### config.mk
export PLATFORM = sky130hd
export DESIGN_NAME = multi_range_finder
export DESIGN_NICKNAME = d
export VERILOG_FILES = /design/src/rtl/multi_range_finder.sv
export SDC_FILE = /design/constraint.sdc
export NUM_CORES = 1
export LEC_CHECK = 0
export ABC_AREA = 1
export ABC_CLOCK_PERIOD_IN_PS = 15450
export CAP_MARGIN = 20
export CORE_MARGIN = 2
export CORE_UTILIZATION = 59
export CTS_CLUSTER_DIAMETER = 150
export CTS_CLUSTER_SIZE = 25
export DETAILED_ROUTE_END_ITERATION = 16
export PLACE_DENSITY_LB_ADDON = 0.15
export SLEW_MARGIN = 20
export SYNTH_ARGS = -nofsm -noshare
export SYNTH_HDL_FRONTEND = slang
export SYNTH_SLANG_ARGS = --single-unit
### constraint.sdc
create_clock -name clock -period 15.45 [get_ports clock]
set_input_delay 3.09 -clock clock [delete_from_list [all_inputs] [get_ports clock]]
set_output_delay 3.09 -clock clock [all_outputs]
set_load 0.01 [all_outputs]
### src/rtl/multi_range_finder.sv
// Per-channel running max/min/range/count over a go/finish-delimited frame.
// Statistics update one edge after an accepted sample; readback is combinational from registers.
module multi_range_finder #(
    parameter int WIDTH     = 16,
    parameter int CHANNELS  = 4,
    parameter int CW        = (CHANNELS > 1) ? $clog2(CHANNELS) : 1,
    parameter int SIGNED    = 0,
    parameter int CNT_WIDTH = 8
) (
    input  logic                 clock,
    input  logic                 reset,
    input  logic                 go,
    input  logic                 finish,
    input  logic                 data_valid,
    input  logic [WIDTH-1:0]     data_in,
    input  logic [CW-1:0]        chan_sel,
    input  logic [CW-1:0]        rd_chan,
    output logic [WIDTH-1:0]     rd_max,
    output logic [WIDTH-1:0]     rd_min,
    output logic [WIDTH-1:0]     rd_range,
    output logic [CNT_WIDTH-1:0] rd_count,
    output logic                 rd_valid,
    output logic                 sat,
    output logic                 busy,
    output logic                 done,
    output logic                 error
);

    typedef enum logic [1:0] {IDLE, RECEIVING, DONE, ERROR} state_t;

    localparam logic [CNT_WIDTH-1:0] CNT_MAX = '1;
    localparam logic [CNT_WIDTH-1:0] CNT_ONE = CNT_WIDTH'(1);

    state_t state_q, state_d;

    logic [WIDTH-1:0]     max_q [CHANNELS];
    logic [WIDTH-1:0]     min_q [CHANNELS];
    logic [CNT_WIDTH-1:0] cnt_q [CHANNELS];
    logic                 sat_q;

    logic frame_start;
    logic accept;

    function automatic logic is_less(input logic [WIDTH-1:0] a, input logic [WIDTH-1:0] b);
        if (SIGNED != 0) return $signed(a) < $signed(b);
        else             return a < b;
    endfunction

    // go together with finish is an error and must not disturb any statistic.
    assign frame_start = go && !finish;
    assign accept      = data_valid && !(go && finish)
                         && (go || state_q == RECEIVING)
                         && (int'(chan_sel) < CHANNELS);

    always_ff @(posedge clock or posedge reset) begin
        if (reset) state_q <= IDLE;
        else       state_q <= state_d;
    end

    always_comb begin
        state_d = state_q;
        busy    = 1'b0;
        done    = 1'b0;
        error   = 1'b0;
        if (go && finish)  state_d = ERROR;
        else if (go)       state_d = RECEIVING;
        else if (finish)   state_d = (state_q == RECEIVING) ? DONE : ERROR;
        case (state_q)
            RECEIVING: busy  = 1'b1;
            DONE:      done  = 1'b1;
            ERROR:     error = 1'b1;
            default:   ;
        endcase
    end

    always_ff @(posedge clock or posedge reset) begin
        if (reset) begin
            sat_q <= 1'b0;
            for (int c = 0; c < CHANNELS; c++) begin
                max_q[c] <= '0;
                min_q[c] <= '0;
                cnt_q[c] <= '0;
            end
        end else begin
            if (frame_start) sat_q <= 1'b0;
            for (int c = 0; c < CHANNELS; c++) begin
                if (frame_start) cnt_q[c] <= '0;
                if (accept && int'(chan_sel) == c) begin
                    // The first sample of a channel in a frame seeds both extremes.
                    if (frame_start || cnt_q[c] == '0 || is_less(max_q[c], data_in))
                        max_q[c] <= data_in;
                    if (frame_start || cnt_q[c] == '0 || is_less(data_in, min_q[c]))
                        min_q[c] <= data_in;
                    if (frame_start)
                        cnt_q[c] <= CNT_ONE;
                    else if (cnt_q[c] == CNT_MAX)
                        sat_q <= 1'b1;
                    else
                        cnt_q[c] <= cnt_q[c] + 1'b1;
                end
            end
        end
    end

    always_comb begin
        rd_max   = '0;
        rd_min   = '0;
        rd_count = '0;
        if (int'(rd_chan) < CHANNELS) begin
            rd_max   = max_q[rd_chan];
            rd_min   = min_q[rd_chan];
            rd_count = cnt_q[rd_chan];
        end
        rd_range = rd_max - rd_min;
        rd_valid = (rd_count != '0);
        sat      = sat_q;
    end

endmodule

==> metrics <==
clock power share 25.3%; Setup Viol. Count Final 0; crit path kind primary input to output port; post-CTS resize count 0; worst-skew pair later-pin latency approximately 440 ps; Synth Area per Inst 7.12 sq um; Critical Path Max Stage Delay 840 ps; Initial Util 60.5%; Max VDD drop roughly 0.00009 V; final wirelength 35500 um; DRC 0; switching share of power 38.7%; FMAX 96.4 MHz; die area 0.0220 sq mm; LEAKAGE roughly 7.3 nW; clock tree buffer depth 2; hold_ws 471 ps; syn_nets 1900; fin. max-slew vios 0; total of max-cap violations 0; Least-Margin Pin Slew 1010 ps; Max-Slew Margin vs Limit 32.7%; final core occ 68.0%; Initial DRT Pass Iterations 5; Post-CTS Setup Bufs 0; row cnt 52; routed via count around 12000; synth cell count leaders nand2_1 (503), inv_1 (225), dfrtp_1 (163), nand3_1 (160), ha_1 (143); layout cell share with drive strength beyond 1 4.53%; Inserted Diodes 0; hold buffers post-CTS 0; most frequent CP cell nand2_1; port buffer count 85; Worst Path Max Fanout 61; Worst Hold Endpoint min_q[52]; Post-synth EDFFs 0; Std-Cell Core Area 0.0204 sq mm; hold depth 2; top-area cell type share of the netlist area 33.1%; Pint 1.08 mW; Synth area leader dfrtp_1; status complete, no violations; post-route cell area 0.0138 sq mm; Critical Path End Type output port; Top FF cell, synth dfrtp_1; skew final 12.6 ps; CTS HTree Levels 4; clock-pin slew on the worst setup and hold paths 60 ps; HP Class flip-flop to flip-flop; post-synthesis sequential area ratio 33.1%; initial antenna violation count 0; Switching Power a little under 0.7 mW; Req. time, crit path 12360 ps; antenna viol nets, final 0; register bit count reported by yosys between 150 and 200; Area growth, synth to finish 12.4%; number of global-route vias before repair 11100; Layout Nets 1947; flop2flop setup slack 12480 ps; largest net degree at the start of global routing 96; RSZ-0062 raised after global routing no; average wire per standard cell 17.2 um; Tmin final between 10000 and 15000 ps; placed cell area 0.0132 sq mm; period utilization 67.1%; YS warnings 0; Die X 148 um; TritonCTS Buffers 17; Area contributors post-synth dfrtp_1 (33%), nand2_1 (15%), ha_1 (15%); delay-heaviest family, CP buffers and inverters; setup TNS after final layout 0 ps; R2R cell count 7; grt ovf 0; synthesized area 0.0123 sq mm; Fill cells 1771; Yosys cell types 42; first-pass GRT wire length 56900 um; WP buf/inv 6; CP arrival ~7300 ps; worst reg2reg endpoint max_q[39]; worst r2r src cnt_q[16]; Async SR Flop Fraction 100%; initial drt markers about 870; CTS tree done; worst path cell trace clkdlybuf4s50_1 -> inv_2 -> buf_4 -> a21oi_1 -> a32oi_1 -> inv_1 -> ha_1 -> fa_1 -> nand3b_1 -> nand2_1 -> a21boi_0 -> inv_1 -> nand2_1 -> nand2_1 -> xor2_1 -> clkdlybuf4s50_1; min-delay src min_q[52]; clock root buffer clkbuf_16; die height 148 um; CTS sink cnt around 160; critical path startpoint category primary input; PD cells 127 mW/mm^2; hpwl dp 25300 um; slowest CP cell clkdlybuf4s50_1; num ports 86; gr usage total 32.8%; GPL Wtd Cong 0.896; Vias/cell 5.68; Combinational Power Share 40.2%; final hold vios 0; most common cell in the netlist nand2_1; Seq pwr share 34.5%; Syn Inst Count 1731
-- cell type report --
cell class,instances,area [sq um],area share [%]
clock inverter,11,154,1.11
inverter,229,865,6.24
multi-input combinational,1263,6970,50.3
tap,270,338,2.44
clock buffer,20,457,3.30
timing repair buffer,104,988,7.14
sequential,163,4080,29.5
-- power by group through the flow --
stage	Clock, mW	Sequential, mW	Combinational [mW]
after floorplan	0	0.582	0.463
after global placement	0	0.612	0.678
after detailed placement	0	0.612	0.701
after CTS	0.448	0.606	0.707
after global routing	0.467	0.618	0.801
final	0.446	0.608	0.709
-- how the worst max path moves through the flow --
stage	from	end	slack (ps)	depth (start not counted)
finish	rd_chan[1]	rd_range[14]	5080	16
global route	rd_chan[1]	rd_range[14]	4810	16
CTS	rd_chan[1]	rd_range[14]	5140	16
detailed placement	rd_chan[1]	rd_range[14]	5170	16
global placement	rd_chan[1]	rd_range[14]	5250	16
floorplan	rd_chan[1]	rd_range[10]	6810	15
-- routing by layer --
layer  global-route usage (%)  up-vias  share of wire (%)
met2                     55.8      396                 48
met4                     14.6        0                4.3
met1                     42.0     5476                 42
li1                         -     5722                  -
met5                        0        -                  0
met3                     4.23       98                5.4
-- cell usage in the layout (no fill, tap or decap), drive strengths merged, types with 3 or more instances in the layout --
cell           instances
ha                   143
a211oi                 4
bufinv                 3
a32o                   5
a32oi                 16
nor2                 112
clkbuf                20
dfrtp                163
xor2                  12
nand2                518
nor4                   3
a21o                   3
a31oi                 11
a21oi                108
inv                  230
nor3                  34
buf                   20
clkdlybuf4s50         84
nand3                163
o21ai                 86
nand4                  6
o22ai                 17
xnor2                  5
clkinv                 5
-- flip-flops by register name, indices dropped and copies added (netlist names) --
signal	cells
max_q	64
state_q	2
sat	1
cnt_q	32
min_q	64
-- cells by family after synthesis --
kind of cell / Yosys count / share of synthesized area (%)
xor+xnor: 17 / 1.21
flops: 163 / 33.1
fa+ha+maj: 144 / 14.7
buf+inv: 305 / 10.3
simple gates: 844 / 28.8
compound gates: 258 / 11.9
-- stage by stage --
stage	setup WS [ps]	std cells	total power, mW
after global routing	4810	2060	1.89
after detailed placement	5170	2029	1.31
after CTS	5140	2060	1.76
after global placement	5250	2029	1.29
final	5080	2060	1.76
after floorplan	6810	1731	1.05
-- worst reg2reg max path, cell delays in order, from the launching register on --
cell	delay (ps)
dfrtp_1	390
inv_1	80
ha_1	190
a31oi_1	540
nand2_1	650
nand2_1	800
nand2_1	130
nand2_1	110
(Power assumes the default switching activity.)
